**src/rtl/uart_tx_serial_pkg.sv**
```systemverilog
// Shared definitions for the UART transmit path: serializer state encoding,
// frame geometry and the bit-period clamp.
package uart_pkg;

  typedef enum logic [1:0] {
    IDLE  = 2'd0,
    START = 2'd1,
    DATA  = 2'd2,
    STOP  = 2'd3
  } tx_state_t;

  localparam int DATA_BITS  = 8;
  localparam int FRAME_BITS = 10;

  // A zero bit period would never end a bit, so it is run as one clock.
  function automatic logic [15:0] clamp_term(input logic [15:0] term);
    return (term == 16'd0) ? 16'd1 : term;
  endfunction

endpackage

```
**src/rtl/uart_tx_serial_if.sv**
```systemverilog
// Bus-side character write port of the UART transmitter: character, write
// strobe and the registered full flag used as back-pressure.
interface uart_tx_serial_if;

  logic [7:0] uart_io_char;
  logic       uart_io_we;
  logic       uart_io_full;

  modport master (
    output uart_io_char,
    output uart_io_we,
    input  uart_io_full
  );

  modport slave (
    input  uart_io_char,
    input  uart_io_we,
    output uart_io_full
  );

endinterface

```
**src/rtl/uart_tx_serial_fifo.sv**
```systemverilog
// Character FIFO for the UART transmitter. A push is accepted while full when
// a pop happens in the same cycle; the full flag is registered.
module uart_tx_fifo #(
  parameter int FIFO_DEPTH = 4,
  parameter int FIFO_AW    = 2
) (
  input  logic               clk,
  input  logic               rst,
  input  logic               push,
  input  logic [7:0]         push_data,
  input  logic               pop,
  output logic [7:0]         pop_data,
  output logic [FIFO_AW:0]   count_next,
  output logic               full,
  output logic               empty
);

  logic [7:0]         mem [FIFO_DEPTH];
  logic [FIFO_AW-1:0] wr_ptr;
  logic [FIFO_AW-1:0] rd_ptr;
  logic [FIFO_AW:0]   count;
  logic               push_ok;
  logic               pop_ok;

  assign empty    = (count == '0);
  assign pop_ok   = pop && !empty;
  assign push_ok  = push && (!full || pop_ok);
  assign pop_data = mem[rd_ptr];

  always_comb begin
    count_next = count;
    case ({push_ok, pop_ok})
      2'b10:   count_next = count + 1'b1;
      2'b01:   count_next = count - 1'b1;
      default: count_next = count;
    endcase
  end

  always_ff @(posedge clk) begin
    if (push_ok) mem[wr_ptr] <= push_data;
  end

  // Pointers wrap naturally because the depth is a power of two.
  always_ff @(posedge clk) begin
    if (rst) begin
      wr_ptr <= '0;
      rd_ptr <= '0;
      count  <= '0;
      full   <= 1'b0;
    end else begin
      if (push_ok) wr_ptr <= wr_ptr + 1'b1;
      if (pop_ok)  rd_ptr <= rd_ptr + 1'b1;
      count <= count_next;
      full  <= (count_next == (FIFO_AW + 1)'(FIFO_DEPTH));
    end
  end

endmodule

```
**src/rtl/uart_tx_serial.sv**
```systemverilog
// UART 8N1 transmitter: arbitrates bus writes against a one-entry echo holding
// register into a FIFO, then serializes characters with a per-frame bit period.
module uart_tx_serial
  import uart_pkg::*;
#(
  parameter int FIFO_DEPTH = 4,
  parameter int FIFO_AW    = 2
) (
  input  logic              clk,
  input  logic              rst,
  uart_tx_serial_if.slave   io,
  input  logic [15:0]       uart_term,
  input  logic              echo_we,
  input  logic [7:0]        echo_char,
  output logic              uart_tx,
  output logic              tx_busy,
  output logic              tx_overflow
);

  tx_state_t        state, state_next;
  logic [15:0]      cnt, cnt_next;
  logic [15:0]      term_lat, term_next;
  logic [2:0]       bit_idx, bit_idx_next;
  logic [7:0]       shift, shift_next;
  logic             pop;
  logic             tx_next;
  logic             bit_end;

  logic             echo_valid;
  logic [7:0]       echo_data;
  logic             echo_push;
  logic             echo_drop;
  logic             io_drop;
  logic             push;
  logic [7:0]       push_data;

  logic [7:0]       fifo_data;
  logic [FIFO_AW:0] fifo_count_next;
  logic             fifo_full;
  logic             fifo_empty;

  // Bus writes always win; the echo character waits for a free cycle.
  assign echo_push = echo_valid && !io.uart_io_we && !fifo_full;
  assign push      = io.uart_io_we || echo_push;
  assign push_data = io.uart_io_we ? io.uart_io_char : echo_data;
  assign io_drop   = io.uart_io_we && fifo_full && !pop;
  assign echo_drop = echo_we && echo_valid && !echo_push;

  assign io.uart_io_full = fifo_full;

  uart_tx_fifo #(
    .FIFO_DEPTH (FIFO_DEPTH),
    .FIFO_AW    (FIFO_AW)
  ) u_fifo (
    .clk        (clk),
    .rst        (rst),
    .push       (push),
    .push_data  (push_data),
    .pop        (pop),
    .pop_data   (fifo_data),
    .count_next (fifo_count_next),
    .full       (fifo_full),
    .empty      (fifo_empty)
  );

  // An echo arriving in the cycle the held one drains into the FIFO replaces it.
  always_ff @(posedge clk) begin
    if (rst) begin
      echo_valid  <= 1'b0;
      echo_data   <= 8'h00;
      tx_overflow <= 1'b0;
    end else begin
      if (echo_we && !echo_drop) begin
        echo_valid <= 1'b1;
        echo_data  <= echo_char;
      end else if (echo_push) begin
        echo_valid <= 1'b0;
      end
      if (io_drop || echo_drop) tx_overflow <= 1'b1;
    end
  end

  assign bit_end = (cnt == term_lat - 16'd1);

  always_comb begin
    state_next   = state;
    cnt_next     = cnt;
    term_next    = term_lat;
    bit_idx_next = bit_idx;
    shift_next   = shift;
    pop          = 1'b0;
    case (state)
      IDLE: begin
        if (!fifo_empty) begin
          pop        = 1'b1;
          shift_next = fifo_data;
          term_next  = clamp_term(uart_term);
          cnt_next   = 16'd0;
          state_next = START;
        end
      end
      START: begin
        if (bit_end) begin
          cnt_next     = 16'd0;
          bit_idx_next = 3'd0;
          state_next   = DATA;
        end else begin
          cnt_next = cnt + 16'd1;
        end
      end
      DATA: begin
        if (bit_end) begin
          cnt_next = 16'd0;
          if (bit_idx == 3'(DATA_BITS - 1)) state_next = STOP;
          else bit_idx_next = bit_idx + 3'd1;
        end else begin
          cnt_next = cnt + 16'd1;
        end
      end
      STOP: begin
        if (bit_end) begin
          cnt_next = 16'd0;
          if (!fifo_empty) begin
            pop        = 1'b1;
            shift_next = fifo_data;
            term_next  = clamp_term(uart_term);
            state_next = START;
          end else begin
            state_next = IDLE;
          end
        end else begin
          cnt_next = cnt + 16'd1;
        end
      end
      default: state_next = IDLE;
    endcase

    case (state_next)
      START:   tx_next = 1'b0;
      DATA:    tx_next = shift_next[bit_idx_next];
      default: tx_next = 1'b1;
    endcase
  end

  // Line and busy flag are registered from next-state values so they change
  // on the same edge as the state itself.
  always_ff @(posedge clk) begin
    if (rst) begin
      state    <= IDLE;
      cnt      <= 16'd0;
      term_lat <= 16'd1;
      bit_idx  <= 3'd0;
      shift    <= 8'h00;
      uart_tx  <= 1'b1;
      tx_busy  <= 1'b0;
    end else begin
      state    <= state_next;
      cnt      <= cnt_next;
      term_lat <= term_next;
      bit_idx  <= bit_idx_next;
      shift    <= shift_next;
      uart_tx  <= tx_next;
      tx_busy  <= (state_next != IDLE) || (fifo_count_next != '0);
    end
  end

endmodule

```
**src/flat_wrapper.sv**
```systemverilog
// flat-port wrapper written by rule: the top's interface ports become plain ports
module uart_tx_serial_flat import uart_pkg::*;
#(
  parameter int FIFO_DEPTH = 4,
  parameter int FIFO_AW    = 2
)
  (clk, rst, uart_term, echo_we, echo_char, uart_tx, tx_busy, tx_overflow, io_uart_io_char, io_uart_io_we, io_uart_io_full);
  uart_tx_serial_if io_i ();
  input  logic clk;
  input  logic rst;
  input  logic [15:0] uart_term;
  input  logic echo_we;
  input  logic [7:0] echo_char;
  output logic uart_tx;
  output logic tx_busy;
  output logic tx_overflow;
  input wire logic [$bits(io_i.uart_io_char)-1:0] io_uart_io_char;
  input wire logic [$bits(io_i.uart_io_we)-1:0] io_uart_io_we;
  output wire logic [$bits(io_i.uart_io_full)-1:0] io_uart_io_full;
  assign io_i.uart_io_char = io_uart_io_char;
  assign io_i.uart_io_we = io_uart_io_we;
  assign io_uart_io_full = io_i.uart_io_full;
  uart_tx_serial #(.FIFO_DEPTH(FIFO_DEPTH), .FIFO_AW(FIFO_AW)) u_core (.clk(clk), .rst(rst), .io(io_i), .uart_term(uart_term), .echo_we(echo_we), .echo_char(echo_char), .uart_tx(uart_tx), .tx_busy(tx_busy), .tx_overflow(tx_overflow));
endmodule
```
**config.mk**
```make
export PLATFORM = sky130hd
export DESIGN_NAME = uart_tx_serial_flat
export DESIGN_NICKNAME = d
export VERILOG_FILES = /design/src/rtl/uart_tx_serial_pkg.sv /design/src/rtl/uart_tx_serial_if.sv /design/src/rtl/uart_tx_serial_fifo.sv /design/src/rtl/uart_tx_serial.sv /design/src/flat_wrapper.sv
export SDC_FILE = /design/constraint.sdc
export NUM_CORES = 1
export LEC_CHECK = 0
export ABC_AREA = 1
export BUFFER_PORTS_ARGS = -buffer_cell sky130_fd_sc_hd__buf_2
export CAP_MARGIN = 0
export CORE_ASPECT_RATIO = 1.1
export CORE_MARGIN = 2
export CORE_UTILIZATION = 25
export CTS_CLUSTER_DIAMETER = 60
export DETAILED_ROUTE_END_ITERATION = 7
export PLACE_DENSITY_LB_ADDON = 0.2
export RECOVER_POWER = 100
export SLEW_MARGIN = 20
export SYNTH_ARGS = -nofsm -noshare
export SYNTH_HDL_FRONTEND = slang
export SYNTH_HIERARCHICAL = 1
export SYNTH_SLANG_ARGS = --single-unit
```
**constraint.sdc**
```tcl
create_clock -name clk -period 8.7 [get_ports clk]
set_clock_uncertainty 0.2 [all_clocks]
set_input_delay 0.87 -clock clk [delete_from_list [all_inputs] [get_ports clk]]
set_output_delay 0.87 -clock clk [all_outputs]
set_load 0.005 [all_outputs]
```
==> metrics.txt <==
Core ar. 0.0220 mm²; num rows 57; peak ir drop on the vdd network 0.000124 V; total track usage 12.6%; Worst setup SP type flip-flop; category of the critical setup timing path flip-flop to flip-flop; total clock sinks 99; number of buffers created by CTS 9; first-pass GRT wire length 23800 µm; detailed router's first-iteration violation count 296; fraction of final layout cells sized beyond drive strength 1 10.2%; peak fanout along the critical path 9; total grt overflow 0; top flip-flop cell by instance count after synthesis sky130_fd_sc_hd__dfxtp_1; post-detail-place hpwl 10800 µm; class of the tightest hold or removal check flip-flop to flip-flop; met1 track utilization from global routing 16.3%; area fraction of the dominant cell type after synthesis 24.0%; max-cap violations 0; number of buffers between clock root and the deepest sink 2; clk slew on worst S/H paths 0.07 ns; die span in y 161 µm; effective utilization at floorplan 25.4%; result of the run completed; count of instances resized after the clock tree is built 0; WL per Instance 13.0 µm; fin crit period 4.37 ns; post-synthesis net count 824; Seq. cell area 0.00230 mm²; area of all placed cells without fillers 0.00629 mm²; Top-Level Pins 40; Slew Limit Headroom 43.6%; global-route layer with the greatest usage met2; met2 demand-to-capacity share in global routing 21.6%; number of port buffers 39; clk_lat worst skew 0.35 ns; H-tree levels 3; TritonCTS clock tree built; data arrival at the endpoint of the critical path 4.45 ns; required time of the critical path 8.78 ns; number of global-route vias before repair 4687; RSZ-0062 raised after global routing no; final cycle utilization of the critical path 50.2%; most common cell in the synthesized netlist sky130_fd_sc_hd__nand2_1; Cells after Synth 775; hold buffer count at cts 0; post-detailed-placement cell area 0.00607 mm²; final setup fails 0; summed negative setup slack over all endpoints 0 ns; most used standard cells in the synthesized netlist sky130_fd_sc_hd__nand2_1 (216), sky130_fd_sc_hd__nor2_1 (108), sky130_fd_sc_hd__inv_1 (76); max-slew violations 0; largest cells by area after synthesis sky130_fd_sc_hd__dfxtp_1 (24%), sky130_fd_sc_hd__edfxtp_1 (17%), sky130_fd_sc_hd__nand2_1 (14%); post-route antenna net violation count 0; initial antenna violation count 0; pwr dens 325 mW/mm²; sequential-to-total area share from yosys stat 41.2%; # DRC 0; worst hold slack 0.286 ns; capturing element type of the critical path flip-flop; cell accounting for the most synthesized area sky130_fd_sc_hd__dfxtp_1; library cells used by synthesis 40; die area 0.0236 mm²; static power due to leakage 2.71 nW; Fill cells 2442; number of buffers inserted to repair setup after CTS 0; final hold viol count 0; area of combinational cells with multiple inputs 0.00281 mm²; cell at the root of the clock tree sky130_fd_sc_hd__clkbuf_16; routed vias/inst 4.37; Yosys Warn Count 6; final weighted congestion in routability-driven placement 0.832; Nets 858; met3 usage in global routing 2.33%; area growth from synthesis to final layout 12.5%; largest net degree at the start of global routing 45; asr flop ratio synth 0%; horizontal extent of the die 147 µm; count of flip-flops with a built-in enable after synthesis 32; post-synthesis instance area 0.00559 mm²; max frequency 229 MHz; slew of the pin with the lowest slew margin 0.843 ns; total via count after detailed routing 4847; final WL 14400 µm; average size of a mapped cell 7.21 µm²; total inserted antenna cells 0; iteration count of the initial detailed-routing pass 4; overall power consumption 2.04 mW; synthesized flop and latch total 99
power breakdown:
group | switching, mW | internal, mW | leakage, nW | total (mW)
sequential | 0.0903 | 0.579 | 0.850 | 0.669
clock | 0.195 | 0.228 | 0.149 | 0.424
combinational | 0.642 | 0.308 | 1.71 | 0.950
total | 0.928 | 1.11 | 2.71 | 2.04
worst max-delay path: stages (launching register included):
cell	delay [ns]
sky130_fd_sc_hd__dfxtp_1	0.32
sky130_fd_sc_hd__inv_1	0.12
sky130_fd_sc_hd__ha_1	0.21
sky130_fd_sc_hd__nand2_1	0.15
sky130_fd_sc_hd__nor2_1	0.40
sky130_fd_sc_hd__nand2_1	0.09
sky130_fd_sc_hd__nand2_1	0.09
sky130_fd_sc_hd__nand2_1	0.07
sky130_fd_sc_hd__nor2_1	0.10
sky130_fd_sc_hd__nand2_1	0.05
sky130_fd_sc_hd__nor2_1	0.17
sky130_fd_sc_hd__nand4_1	0.13
sky130_fd_sc_hd__nand2_1	0.28
sky130_fd_sc_hd__and3_1	0.29
sky130_fd_sc_hd__nand2_1	0.12
sky130_fd_sc_hd__nand2_1	0.14
sky130_fd_sc_hd__nand2_1	0.15
sky130_fd_sc_hd__ha_1	0.27
sky130_fd_sc_hd__inv_1	0.08
sky130_fd_sc_hd__fa_1	0.41
sky130_fd_sc_hd__nand2_1	0.07
sky130_fd_sc_hd__o21ai_0	0.12
sky130_fd_sc_hd__inv_1	0.08
sky130_fd_sc_hd__nor3_1	0.05
sky130_fd_sc_hd__a21oi_1	0.14
state kept, by name, indices dropped and copies added (netlist names), named ones only:
signal / cells
u_core/echo_valid: 1
u_core/u_fifo/mem: 32
u_core/term_lat: 16
u_core/u_fifo/wr_ptr: 2
u_core/u_fifo/rd_ptr: 2
u_core/u_fifo/full: 1
u_core/cnt: 16
u_core/u_fifo/count: 3
u_core/tx_overflow: 1
u_core/shift: 8
u_core/uart_tx: 1
u_core/state: 2
u_core/echo_data: 8
u_core/tx_busy: 1
u_core/bit_idx: 3
placed cells by master (no fill, tap or decap), types with 5 or more instances in the layout:
master / n
sky130_fd_sc_hd__a21oi_1: 48
sky130_fd_sc_hd__ha_1: 12
sky130_fd_sc_hd__o22ai_1: 8
sky130_fd_sc_hd__inv_1: 78
sky130_fd_sc_hd__nand2_1: 224
sky130_fd_sc_hd__clkbuf_1: 5
sky130_fd_sc_hd__nand3b_1: 8
sky130_fd_sc_hd__edfxtp_1: 32
sky130_fd_sc_hd__dfxtp_1: 67
sky130_fd_sc_hd__xor2_1: 8
sky130_fd_sc_hd__clkbuf_16: 9
sky130_fd_sc_hd__xnor2_1: 8
sky130_fd_sc_hd__nor2_1: 114
sky130_fd_sc_hd__o21ai_0: 49
sky130_fd_sc_hd__nand4_1: 8
sky130_fd_sc_hd__buf_2: 34
sky130_fd_sc_hd__nand3_1: 44
sky130_fd_sc_hd__nor2_2: 11
stage by stage:
| stage | std cells | utilization, % | setup WS (ns) |
|---|---|---|---|
| 2_1_floorplan | 775 | - | 5.28 |
| 3_3_place_gp | 1093 | 27.5 | 4.87 |
| 3_5_place_dp | 1093 | 27.5 | 4.80 |
| 4_1_cts | 1109 | 28.9 | 4.78 |
| 5_1_grt | 1109 | 28.6 | 3.80 |
| 6_report | 1109 | 28.6 | 4.33 |
layer usage:
metal / part of all wire, % / vias to the layer above
met4: 1.2 / 0
met1: 49 / 2220
li1: - / 2577
met3: 2.2 / 10
met5: 0 / -
met2: 47 / 40
path summary, 6_finish.rpt:
kind | to | slack (ns) | cells after the start | startpoint
hold reg to reg | u_core/term_lat[15] | 0.29 | 2 | u_core/term_lat[15]
setup reg to reg | u_core/tx_busy | 4.33 | 24 | u_core/term_lat[0]
hold / removal | u_core/term_lat[15] | 0.29 | 2 | u_core/term_lat[15]
setup / recovery | u_core/tx_busy | 4.33 | 24 | u_core/term_lat[0]
cell families (layout without fill, tap and decap cells):
logic type / after synthesis / count (layout) / share of synthesized area, %
xor+xnor: 17 / 17 / 2.93
simple gates: 428 / 428 / 33.9
fa+ha+maj: 13 / 13 / 3.04
compound gates: 118 / 118 / 11.7
buf+inv: 100 / 139 / 7.32
flops: 99 / 99 / 41.2
area by class of cell:
class | instances | area share [%]
Sequential cell | 99 | 36.6
Clock inverter | 7 | 1.29
Timing Repair Buffer | 40 | 3.12
Clock buffer | 9 | 3.58
Tap cell | 295 | 5.87
Multi-Input combinational cell | 576 | 44.6
Inverter | 83 | 4.95
(Power assumes the default switching activity.)
